===== config.mk =====
export PLATFORM = sky130hd
export DESIGN_NAME = lcd_ctrl_4bit
export DESIGN_NICKNAME = d
export VERILOG_FILES = /design/src/rtl/lcd_pkg.sv /design/src/rtl/lcd_nibble_tx.sv /design/src/rtl/lcd_ctrl_4bit.sv
export SDC_FILE = /design/constraint.sdc
export NUM_CORES = 1
export LEC_CHECK = 0
export CAP_MARGIN = 20
export CORE_ASPECT_RATIO = 1.2
export CORE_MARGIN = 4
export CORE_UTILIZATION = 35
export DETAILED_ROUTE_END_ITERATION = 12
export GPL_ROUTABILITY_DRIVEN = 0
export RECOVER_POWER = 50
export SLEW_MARGIN = 20
export SYNTH_ARGS = -nofsm -noshare
export SYNTH_HDL_FRONTEND = slang
export SYNTH_HIERARCHICAL = 1
export SYNTH_SLANG_ARGS = --single-unit

===== constraint.sdc =====
create_clock -name clk -period 3.4 [get_ports clk]
set_input_delay 0.68 -clock clk [delete_from_list [all_inputs] [get_ports clk]]
set_output_delay 0.68 -clock clk [all_outputs]
set_load 0.005 [all_outputs]

===== src/rtl/lcd_pkg.sv =====
// lcd_pkg
// Shared types and constants for the 4-bit HD44780-style LCD write controller:
// controller and strobe state enums, wait-select codes, the power-on init ROM
// (nibble phase and byte phase), command constants and small helpers.
package lcd_pkg;

    typedef enum logic [2:0] {
        ST_PWR_WAIT,
        ST_INIT_NIB,
        ST_INIT_BYTE,
        ST_IDLE,
        ST_SEND_HI,
        ST_GAP,
        ST_SEND_LO,
        ST_EXEC_WAIT
    } lcd_state_e;

    typedef enum logic [1:0] {
        TX_IDLE,
        TX_SETUP,
        TX_PULSE,
        TX_HOLD
    } tx_state_e;

    typedef enum logic [1:0] {
        WAIT_INIT1,
        WAIT_INIT2,
        WAIT_EXEC,
        WAIT_LONG
    } wait_sel_e;

    typedef struct packed {
        logic [3:0] nib;
        wait_sel_e  wsel;
    } init_nib_t;

    localparam logic [7:0] CMD_CLEAR      = 8'h01;
    localparam logic [7:0] CMD_HOME       = 8'h02;
    localparam logic [7:0] CMD_FUNC_SET   = 8'h28;
    localparam logic [7:0] CMD_ENTRY_MODE = 8'h06;
    localparam logic [7:0] CMD_DISP_ON    = 8'h0C;

    localparam logic [3:0] NIB_WAKE = 4'h3;
    localparam logic [3:0] NIB_4BIT = 4'h2;

    // Wake-up nibbles sent while the panel is still in 8-bit mode.
    function automatic init_nib_t init_nib_rom(input logic [1:0] idx);
        case (idx)
            2'd0:    return '{nib: NIB_WAKE, wsel: WAIT_INIT1};
            2'd1:    return '{nib: NIB_WAKE, wsel: WAIT_INIT2};
            2'd2:    return '{nib: NIB_WAKE, wsel: WAIT_EXEC};
            default: return '{nib: NIB_4BIT, wsel: WAIT_EXEC};
        endcase
    endfunction

    // Full-byte configuration sequence once the bus is in 4-bit mode.
    function automatic logic [7:0] init_byte_rom(input logic [1:0] idx);
        case (idx)
            2'd0:    return CMD_FUNC_SET;
            2'd1:    return CMD_ENTRY_MODE;
            2'd2:    return CMD_DISP_ON;
            default: return CMD_CLEAR;
        endcase
    endfunction

    function automatic logic [7:0] hex_ascii(input logic [3:0] d);
        return (d < 4'd10) ? (8'h30 + {4'h0, d}) : (8'h37 + {4'h0, d});
    endfunction

    function automatic int max_int(input int a, input int b);
        return (a > b) ? a : b;
    endfunction

endpackage


===== src/rtl/lcd_nibble_tx.sv =====
// lcd_nibble_tx
// Strobes one nibble onto the LCD bus: SETUP (1 cycle, e=0, rs/db driven),
// PULSE (T_EH cycles, e=1), HOLD (1 cycle, e=0, rs/db unchanged).
// rs/db keep their last value while idle.
// Ports:
//   clk, rst_n          clock, async active-low reset
//   i_start             begin a strobe (accepted only when o_idle)
//   i_nibble, i_rs      nibble and register select, latched on i_start
//   o_idle              strobe engine free
//   o_done              high during the HOLD cycle
//   o_lcd_e/rs/db       registered LCD bus
//
// state    | meaning
// TX_IDLE  | waiting for i_start, bus holds last values
// TX_SETUP | rs/db valid, e low
// TX_PULSE | e high for T_EH cycles
// TX_HOLD  | e low, rs/db held, o_done high
module lcd_nibble_tx
    import lcd_pkg::*;
#(
    parameter int T_EH  = 12,
    parameter int CNT_W = 4
)(
    input  logic       clk,
    input  logic       rst_n,
    input  logic       i_start,
    input  logic [3:0] i_nibble,
    input  logic       i_rs,
    output logic       o_idle,
    output logic       o_done,
    output logic       o_lcd_e,
    output logic       o_lcd_rs,
    output logic [3:0] o_lcd_db
);

    tx_state_e        r_state;
    logic [CNT_W-1:0] r_cnt;
    logic             r_e;
    logic             r_rs;
    logic [3:0]       r_db;

    always_ff @(posedge clk or negedge rst_n) begin
        if (!rst_n) begin
            r_state <= TX_IDLE;
            r_cnt   <= '0;
            r_e     <= 1'b0;
            r_rs    <= 1'b0;
            r_db    <= 4'h0;
        end else begin
            case (r_state)
                TX_IDLE: begin
                    if (i_start) begin
                        r_db    <= i_nibble;
                        r_rs    <= i_rs;
                        r_state <= TX_SETUP;
                    end
                end
                TX_SETUP: begin
                    r_e     <= 1'b1;
                    r_cnt   <= CNT_W'(T_EH - 1);
                    r_state <= TX_PULSE;
                end
                TX_PULSE: begin
                    if (r_cnt == '0) begin
                        r_e     <= 1'b0;
                        r_state <= TX_HOLD;
                    end else begin
                        r_cnt <= r_cnt - 1'b1;
                    end
                end
                default: begin
                    r_state <= TX_IDLE;
                end
            endcase
        end
    end

    assign o_idle   = (r_state == TX_IDLE);
    assign o_done   = (r_state == TX_HOLD);
    assign o_lcd_e  = r_e;
    assign o_lcd_rs = r_rs;
    assign o_lcd_db = r_db;

endmodule


===== src/rtl/lcd_ctrl_4bit.sv =====
// lcd_ctrl_4bit
// Write-only 4-bit LCD controller: runs the power-on wait and init sequence,
// then sends one byte (command or data) per accepted request as two nibble
// strobes separated by T_GAP idle cycles, followed by a T_EXEC or T_LONG
// (clear/home) execution wait.
// Ports:
//   clk, rst_n                          clock, async active-low reset
//   req_valid/req_ready                 request handshake
//   req_rs, req_data, req_hex           request payload (rs=1 data, 0 command)
//   init_done                           init sequence finished (sticky)
//   busy                                controller not in IDLE
//   sf_e, lcd_e, lcd_rs, lcd_rw, lcd_db LCD bus (sf_e=1, lcd_rw=0 constant)
// Build option:
//   LCD_HEX_EN  when defined, req_hex=1 sends the ASCII hex digit of
//               req_data[3:0] as data (rs forced to 1); otherwise req_hex
//               is ignored.
//
// state        | meaning
// ST_PWR_WAIT  | power-on delay T_PWR
// ST_INIT_NIB  | wake-up nibbles 3,3,3,2 each followed by its own wait
// ST_INIT_BYTE | load next init command into the byte sender
// ST_IDLE      | ready for a request
// ST_SEND_HI   | strobe high nibble
// ST_GAP       | T_GAP cycles between nibbles
// ST_SEND_LO   | strobe low nibble
// ST_EXEC_WAIT | post-byte execution wait, then IDLE or next init byte
module lcd_ctrl_4bit
    import lcd_pkg::*;
#(
    parameter int T_PWR   = 750000,
    parameter int T_INIT1 = 205000,
    parameter int T_INIT2 = 5000,
    parameter int T_EH    = 12,
    parameter int T_GAP   = 50,
    parameter int T_EXEC  = 2000,
    parameter int T_LONG  = 82000
)(
    input  logic       clk,
    input  logic       rst_n,
    input  logic       req_valid,
    input  logic       req_rs,
    input  logic [7:0] req_data,
    input  logic       req_hex,
    output logic       req_ready,
    output logic       init_done,
    output logic       busy,
    output logic       sf_e,
    output logic       lcd_e,
    output logic       lcd_rs,
    output logic       lcd_rw,
    output logic [3:0] lcd_db
);

    localparam int T_MAX = max_int(max_int(max_int(T_PWR, T_INIT1), max_int(T_INIT2, T_EH)),
                                   max_int(max_int(T_GAP, T_EXEC), max_int(T_LONG, 2)));
    localparam int CNT_W = $clog2(T_MAX);

    lcd_state_e       r_state;
    logic [CNT_W-1:0] r_cnt;
    logic [1:0]       r_idx;
    logic             r_wait;
    logic [7:0]       r_byte;
    logic             r_rs;
    logic             r_init_done;

    logic             w_tx_start;
    logic [3:0]       w_tx_nib;
    logic             w_tx_rs;
    logic             w_tx_idle;
    logic             w_tx_done;
    logic             w_long;
    logic [7:0]       w_req_byte;
    logic             w_req_rs;
    init_nib_t        w_init_nib;

`ifdef LCD_HEX_EN
    assign w_req_byte = req_hex ? hex_ascii(req_data[3:0]) : req_data;
    assign w_req_rs   = req_hex ? 1'b1 : req_rs;
`else
    logic w_unused_hex;
    assign w_unused_hex = req_hex;
    assign w_req_byte   = req_data;
    assign w_req_rs     = req_rs;
`endif

    function automatic logic [CNT_W-1:0] wait_load(input wait_sel_e sel);
        case (sel)
            WAIT_INIT1: return CNT_W'(T_INIT1 - 1);
            WAIT_INIT2: return CNT_W'(T_INIT2 - 1);
            WAIT_LONG:  return CNT_W'(T_LONG - 1);
            default:    return CNT_W'(T_EXEC - 1);
        endcase
    endfunction

    assign w_init_nib = init_nib_rom(r_idx);
    assign w_long     = !r_rs && ((r_byte == CMD_CLEAR) || (r_byte == CMD_HOME));

    // The low-nibble strobe is launched in the last GAP cycle so that its
    // SETUP cycle directly follows the T_GAP idle cycles.
    always_comb begin
        w_tx_start = 1'b0;
        w_tx_nib   = r_byte[3:0];
        w_tx_rs    = r_rs;
        case (r_state)
            ST_INIT_NIB: begin
                w_tx_start = !r_wait && w_tx_idle;
                w_tx_nib   = w_init_nib.nib;
                w_tx_rs    = 1'b0;
            end
            ST_SEND_HI: begin
                w_tx_start = w_tx_idle;
                w_tx_nib   = r_byte[7:4];
            end
            ST_GAP: begin
                w_tx_start = (r_cnt == '0);
            end
            default: begin
                w_tx_start = 1'b0;
            end
        endcase
    end

    always_ff @(posedge clk or negedge rst_n) begin
        if (!rst_n) begin
            r_state     <= ST_PWR_WAIT;
            r_cnt       <= '0;
            r_idx       <= 2'd0;
            r_wait      <= 1'b0;
            r_byte      <= 8'h00;
            r_rs        <= 1'b0;
            r_init_done <= 1'b0;
        end else begin
            case (r_state)
                ST_PWR_WAIT: begin
                    // Counter comes out of reset cleared; r_wait marks it loaded.
                    if (!r_wait) begin
                        r_cnt  <= CNT_W'(T_PWR - 1);
                        r_wait <= 1'b1;
                    end else if (r_cnt == '0) begin
                        r_wait  <= 1'b0;
                        r_idx   <= 2'd0;
                        r_state <= ST_INIT_NIB;
                    end else begin
                        r_cnt <= r_cnt - 1'b1;
                    end
                end
                ST_INIT_NIB: begin
                    if (!r_wait) begin
                        if (w_tx_done) begin
                            r_wait <= 1'b1;
                            r_cnt  <= wait_load(w_init_nib.wsel);
                        end
                    end else if (r_cnt == '0) begin
                        r_wait <= 1'b0;
                        if (r_idx == 2'd3) begin
                            r_idx   <= 2'd0;
                            r_state <= ST_INIT_BYTE;
                        end else begin
                            r_idx <= r_idx + 2'd1;
                        end
                    end else begin
                        r_cnt <= r_cnt - 1'b1;
                    end
                end
                ST_INIT_BYTE: begin
                    r_byte  <= init_byte_rom(r_idx);
                    r_rs    <= 1'b0;
                    r_state <= ST_SEND_HI;
                end
                ST_IDLE: begin
                    if (req_valid && r_init_done) begin
                        r_byte  <= w_req_byte;
                        r_rs    <= w_req_rs;
                        r_state <= ST_SEND_HI;
                    end
                end
                ST_SEND_HI: begin
                    if (w_tx_done) begin
                        r_cnt   <= CNT_W'(T_GAP - 1);
                        r_state <= ST_GAP;
                    end
                end
                ST_GAP: begin
                    if (r_cnt == '0) begin
                        r_state <= ST_SEND_LO;
                    end else begin
                        r_cnt <= r_cnt - 1'b1;
                    end
                end
                ST_SEND_LO: begin
                    if (w_tx_done) begin
                        r_cnt   <= wait_load(w_long ? WAIT_LONG : WAIT_EXEC);
                        r_state <= ST_EXEC_WAIT;
                    end
                end
                ST_EXEC_WAIT: begin
                    if (r_cnt != '0) begin
                        r_cnt <= r_cnt - 1'b1;
                    end else if (r_init_done) begin
                        r_state <= ST_IDLE;
                    end else if (r_idx == 2'd3) begin
                        r_idx       <= 2'd0;
                        r_init_done <= 1'b1;
                        r_state     <= ST_IDLE;
                    end else begin
                        r_idx   <= r_idx + 2'd1;
                        r_state <= ST_INIT_BYTE;
                    end
                end
                default: begin
                    r_state <= ST_PWR_WAIT;
                end
            endcase
        end
    end

    lcd_nibble_tx #(
        .T_EH  (T_EH),
        .CNT_W (CNT_W)
    ) u_nibble_tx (
        .clk      (clk),
        .rst_n    (rst_n),
        .i_start  (w_tx_start),
        .i_nibble (w_tx_nib),
        .i_rs     (w_tx_rs),
        .o_idle   (w_tx_idle),
        .o_done   (w_tx_done),
        .o_lcd_e  (lcd_e),
        .o_lcd_rs (lcd_rs),
        .o_lcd_db (lcd_db)
    );

    assign req_ready = (r_state == ST_IDLE) && r_init_done;
    assign init_done = r_init_done;
    assign busy      = (r_state != ST_IDLE);
    assign sf_e      = 1'b1;
    assign lcd_rw    = 1'b0;

endmodule

# Word level (Yosys, flattened, before mapping)
# Cells that the tools add are included.
word_totals:
  reg_bits: 64
  input_bits: 13
op_classes:
  add_sub_neg: 3
  n_eq_ne: 36
  n_mux: 55
  bitwise: 1
  reduce_logical: 29
ops:
  columns: ["cell", "n"]
  rows:
  - ["20-bit two-way mux", 8]
  - ["20-bit case mux with 6 select lines", 1]
  - ["18-bit case mux with 3 select lines", 2]
  - ["20-bit zero test", 2]
  - ["20-bit case mux with 2 select lines", 1]
  - ["20-bit by 1-bit subtractor with 20-bit output (second input constant)", 2]
  - ["3-bit two-way mux", 10]
  - ["3-bit case mux with 8 select lines", 1]
  - ["2-bit != test (second input constant)", 11]
  - ["20-bit nonzero test", 1]
  - ["2-bit two-way mux", 9]
  - ["6-bit case mux with 3 select lines", 1]
  - ["8-bit case mux with 2 select lines", 1]
  - ["2-bit == test (second input constant)", 6]
  - ["3-bit == test (second input constant)", 4]
  - ["1-bit two-way mux", 12]
  - ["2-bit case mux with 3 select lines", 2]
  - ["2-bit AND reduction", 6]
  - ["10-bit AND reduction", 1]
  - ["3-bit case mux with 3 select lines", 1]
  - ["2-bit by 1-bit == test with 1-bit output (second input constant)", 4]
  - ["8-bit by 1-bit == test with 1-bit output (second input constant)", 1]
  - ["8-bit by 2-bit == test with 1-bit output (second input constant)", 1]
  - ["2-bit zero test", 4]
  - ["19 further kinds", 32]

# Logic depth before layout (Yosys ltp)
depth:
  ltp_word: 8
  mapped_depth: 12
  ltp_nobuf: 11

# Cells and area by module
# The synthesis kept the hierarchy.
by_module_without_submodules:
  columns: ["mod", "n_inst", "cells_each", "area_per_inst_um2", "seq_area_each_um2"]
  rows:
  - ["lcd_ctrl_4bit", 1, 365, 2770.2, 900.9]
  - ["lcd_nibble_tx", 1, 143, 1500.2, 700.7]

# Least setup slack after synthesis
# OpenSTA, ideal clock, no wires.
synth_path:
  path_kind: "register to register"
  startpoint: "register, netlist name r_cnt[0]"
  endpoint: "register u_nibble_tx.r_state[1]"
  t_arrival_ns: 2.371
  required_ns: 3.275
  path_slack_ns: 0.905
  stages_incl_launch_ff: 13
  n_path_buf: 1
  synth_period_minus_slack_ns: 2.495
  cell_sequence: "dfrtp_1 -> clkbuf_1 -> inv_1 -> ha_1 -> nor2b_1 -> nand2_1 -> nor3_2 -> mux2_2 -> a32oi_1 -> nor2_1 -> nor2b_1 -> a21oi_1 -> mux2_2"
synth_rtl:
  columns: ["element", "line_no", "rtl"]
  rows:
  - ["to (signal assigned)", "lcd_nibble_tx.sv:44", "r_state <= TX_IDLE;"]
  - ["to (signal assigned)", "lcd_nibble_tx.sv:55", "r_state <= TX_SETUP;"]
  - ["to (signal assigned)", "lcd_nibble_tx.sv:61", "r_state <= TX_PULSE;"]
  - ["to (decl)", "lcd_nibble_tx.sv:36", "tx_state_e r_state;"]

==> summary.md <==
| Metric | Value |
|---|---|
| Status | completed |
| Met1 Usage GRT | 23.6% |
| Setup violations, final | 0 |
| Pwr/cell area | 345 nW/um^2 |
| HPWL Detailed | 8.36 mm |
| Async set-reset flop share out of synthesis | 100% |
| CTS Root Buffer Type | clkbuf_16 |
| Crit Path Category | reg2reg |
| Via density | 5.71 |
| Hold buffer count at CTS | 0 |
| Slew Viols, Final | 0 |
| Worst Hold Class | reg2reg |
| Area after DPL | 4690 um^2 |
| Final Hold Viols | 0 |
| Register area share after synthesis | 37.5% |
| Syn Inst Count | 508 |
| Met3 Usage GRT | 1.96% |
| Initial Util | 36.4% |
| Total gr overflow | 0 |
| Tmin final | 2.75 ns |
| Via count | 3960 |
| First-pass detailed-route iteration total | 5 |
| Filler instances | 1204 |
| Worst path arrival time | 2.96 ns |
| Routed Antenna Nets | 0 |
| Final setup skew | 0.00647 ns |
| Die Width | 109 um |
| Relative slew slack | 23.1% |
| Die Span Y | 129 um |
| Post-Syn Area | 4270 um^2 |
| Max clock buf depth | 2 |
| Synthesized area per cell | 8.41 um^2 |
| Final Instance Area | 4980 um^2 |
| Worst Max-Slew Pin Slew | 1.15 ns |
| Crit path max-delay cell type | dfrtp_1 |
| DR WL/cell | 16.9 um |
| Critical Path Start Type | flip-flop |
| Layout Nets | 557 |
| Critical-path cell list | inv_1 > ha_1 > nor2b_1 > and3_1 > nand3_1 > o21ai_1 > a21oi_1 > o32a_1 |
| Synthesis-to-finish area growth | 16.6% |
| GRT Total Usage | 17.6% |
| CTS tree | built |
| Hold path startpoint | u_nibble_tx/r_cnt[19]$_DFFE_PN0P_ |
| Drt first-iter violations | 409 |
| Top FF cell, synth | dfrtp_1 |
| Ant diodes | 0 |
| Critical path required time | 3.61 ns |
| Post_cts resized | 0 |
| Yosys warnings | 6 |
| FP Rows | 43 |
| Yosys cell types | 67 |
| First-pass GRT wire length | 19.6 mm |
| Worst R2R Start | r_cnt[0]$_DFFE_PN0P_ |
| CP Capture Type | flip-flop |
| Hold depth | 1 |
| Hold path endpoint | u_nibble_tx/r_cnt[19]$_DFFE_PN0P_ |
| Largest net degree at the start of global routing | 48 |
| Reg2reg setup slack | 0.65 ns |
| Port Buffers | 20 |
| R2R cell count | 8 |
| RSZ-0062 raised after global routing | no |
| Max stage delay on crit path | 0.45 ns |
| EDFF count, synth | 0 |
| Busiest layer in global routing | met2 |
| Vias in the first global route | 3809 |
| IO Count | 24 |
| Postcts setup bufs | 0 |
| Syn nets | 533 |
| F_max | 364 MHz |
| Max cap viols | 0 |
| Static Leakage | 0.00227 uW |
| Register clock-pin slew on the reported worst setup and hold paths | 0.06 ns |
| # DRC | 0 |
| Final period util | 80.8% |
| Clock Latency Late Sink | 0.33 ns |
| Yosys reg bits | 64 |
| Clock sinks | 64 |
| Max Fanout on Critical Path | 12 |
| Total CTS buffers | 9 |
| Worst R2R End | r_cnt[16]$_DFFE_PN0P_ |
| Setup TNS | 0 ns |
| Share of post-route cells with drive strength above 1 | 10.2% |
| Die area | 14000 um^2 |
| Core area | 11700 um^2 |
| Met2 Usage GRT | 28.1% |
| Initial antenna violation count | 0 |
| WL final | 11.7 mm |
| Worst VDD drop | 0.253 mV |
| H-tree levels | 3 |
-- cell usage after synthesis (3+ instances only) --
library cell	n	area (um^2)
clkbuf_1	19	71.3
nor2_1	46	173
buf_1	3	11.3
nand3b_1	3	22.5
mux2i_1	17	170
o41ai_1	3	26.3
o31ai_1	4	30.0
a31oi_1	8	50.1
nand3_1	14	70.1
nand2b_1	6	37.5
nand4_1	3	18.8
xor2_1	5	43.8
nor3b_1	6	45.0
o21ai_1	7	35.0
a211oi_1	6	45.0
mux2_2	8	90.1
xnor2_1	3	26.3
ha_1	12	150
and3_1	9	56.3
o22ai_1	9	56.3
nor4_1	9	56.3
nor2b_1	8	50.1
o311ai_0	3	26.3
o31a_1	3	26.3
or4_4	3	33.8
nor3_1	23	115
inv_1	18	67.6
and2_1	4	25.0
o21ai_0	28	140
or4_1	3	22.5
or3_1	5	31.3
a22o_1	5	43.8
a21oi_1	34	170
nand2_1	60	225
dfrtp_1	64	1600
a21o_1	6	45.0
-- power breakdown --
group | switching, uW | internal, uW
combinational | 17.9 | 11.4
clock | 358 | 567
sequential | 0 | 762
total | 376 | 1340
-- critical path, delay by kind of cell, from the launching register on --
| kind | cells | cell delay, ns |
|---|---|---|
| fa+ha+maj | 1 | 0.22 |
| flops | 1 | 0.45 |
| simple gates | 3 | 1.02 |
| compound gates | 3 | 0.84 |
| buf+inv | 1 | 0.09 |
-- how the worst max path moves through the flow --
stage,startpoint,endpoint,slack (ns),depth (start not counted)
finish,r_cnt[0]$_DFFE_PN0P_,r_cnt[16]$_DFFE_PN0P_,0.65,8
floorplan,r_cnt[0]$_DFFE_PN0P_,u_nibble_tx/r_state[1]$_DFFE_PN0P_,0.90,12
CTS,r_cnt[0]$_DFFE_PN0P_,r_cnt[16]$_DFFE_PN0P_,0.66,8
detailed placement,r_cnt[0]$_DFFE_PN0P_,r_cnt[16]$_DFFE_PN0P_,0.68,8
global placement,r_cnt[0]$_DFFE_PN0P_,r_cnt[16]$_DFFE_PN0P_,0.65,8
global route,r_cnt[6]$_DFFE_PN0P_,r_cnt[16]$_DFFE_PN0P_,0.44,6
-- routing by layer --
| layer | wire length, um | up-vias | part of all wire (%) |
|---|---|---|---|
| met4 | 376 | 0 | 3.2 |
| met5 | 0 | - | 0 |
| met3 | 622 | 26 | 5.3 |
| li1 | - | 1917 | - |
| met1 | 5210 | 1872 | 45 |
| met2 | 5490 | 145 | 47 |
-- cell type report --
class	instances	area (um^2)	share of cell area (%)
clock inverters	7	71.3	1.43
well taps	157	196	3.94
repair buffers	37	315	6.33
clock buffers	9	225	4.52
multi-input cells	401	2500	50.2
flip-flops and latches	64	1600	32.2
inverters	19	71.3	1.43
-- stage by stage --
step | utilization, % | worst slack (ns) | instances | power (uW) | hold WS (ns)
after floorplan | - | 0.905 | 508 | 780 | 0.384
after global placement | 40.0 | 0.653 | 678 | 807 | 0.471
after detailed placement | 40.0 | 0.678 | 678 | 808 | 0.483
after CTS | 42.5 | 0.661 | 694 | 1730 | 0.300
after global routing | 42.5 | 0.443 | 694 | 1770 | 0.512
final | 42.5 | 0.652 | 694 | 1720 | 0.491
-- logic make-up after synthesis --
family / after synthesis / share of synthesized area, %
buf+inv: 43 / 3.96
mux: 25 / 6.09
flops: 64 / 37.5
xor+xnor: 8 / 1.64
other cells: 2 / 0.176
fa+ha+maj: 12 / 3.52
compound gates: 140 / 21.3
simple gates: 214 / 25.8
-- flip-flops by register name, summed over array words and instances, names as in the netlist --
register,flops
init_done,1
r_wait,1
u_nibble_tx/r_cnt,20
u_nibble_tx/r_state,2
u_nibble_tx/o_lcd_db,4
r_cnt,20
u_nibble_tx/o_lcd_rs,1
r_state,3
r_idx,2
u_nibble_tx/o_lcd_e,1
r_rs,1
r_byte,8
-- placed cells by master, fill, tap and decap left out, types with 14 or more instances in the layout --
| master | netlist | routed |
|---|---|---|
| dfrtp_1 | 64 | 64 |
| nand2_1 | 60 | 60 |
| nor2_1 | 46 | 46 |
| a21oi_1 | 34 | 34 |
| o21ai_0 | 28 | 28 |
| buf_4 | 2 | 15 |
| inv_1 | 18 | 18 |
| nand3_1 | 14 | 14 |
| nor3_1 | 23 | 23 |
| clkdlybuf4s50_1 | 0 | 18 |
| mux2i_1 | 17 | 17 |
(Power assumes the default switching activity.)
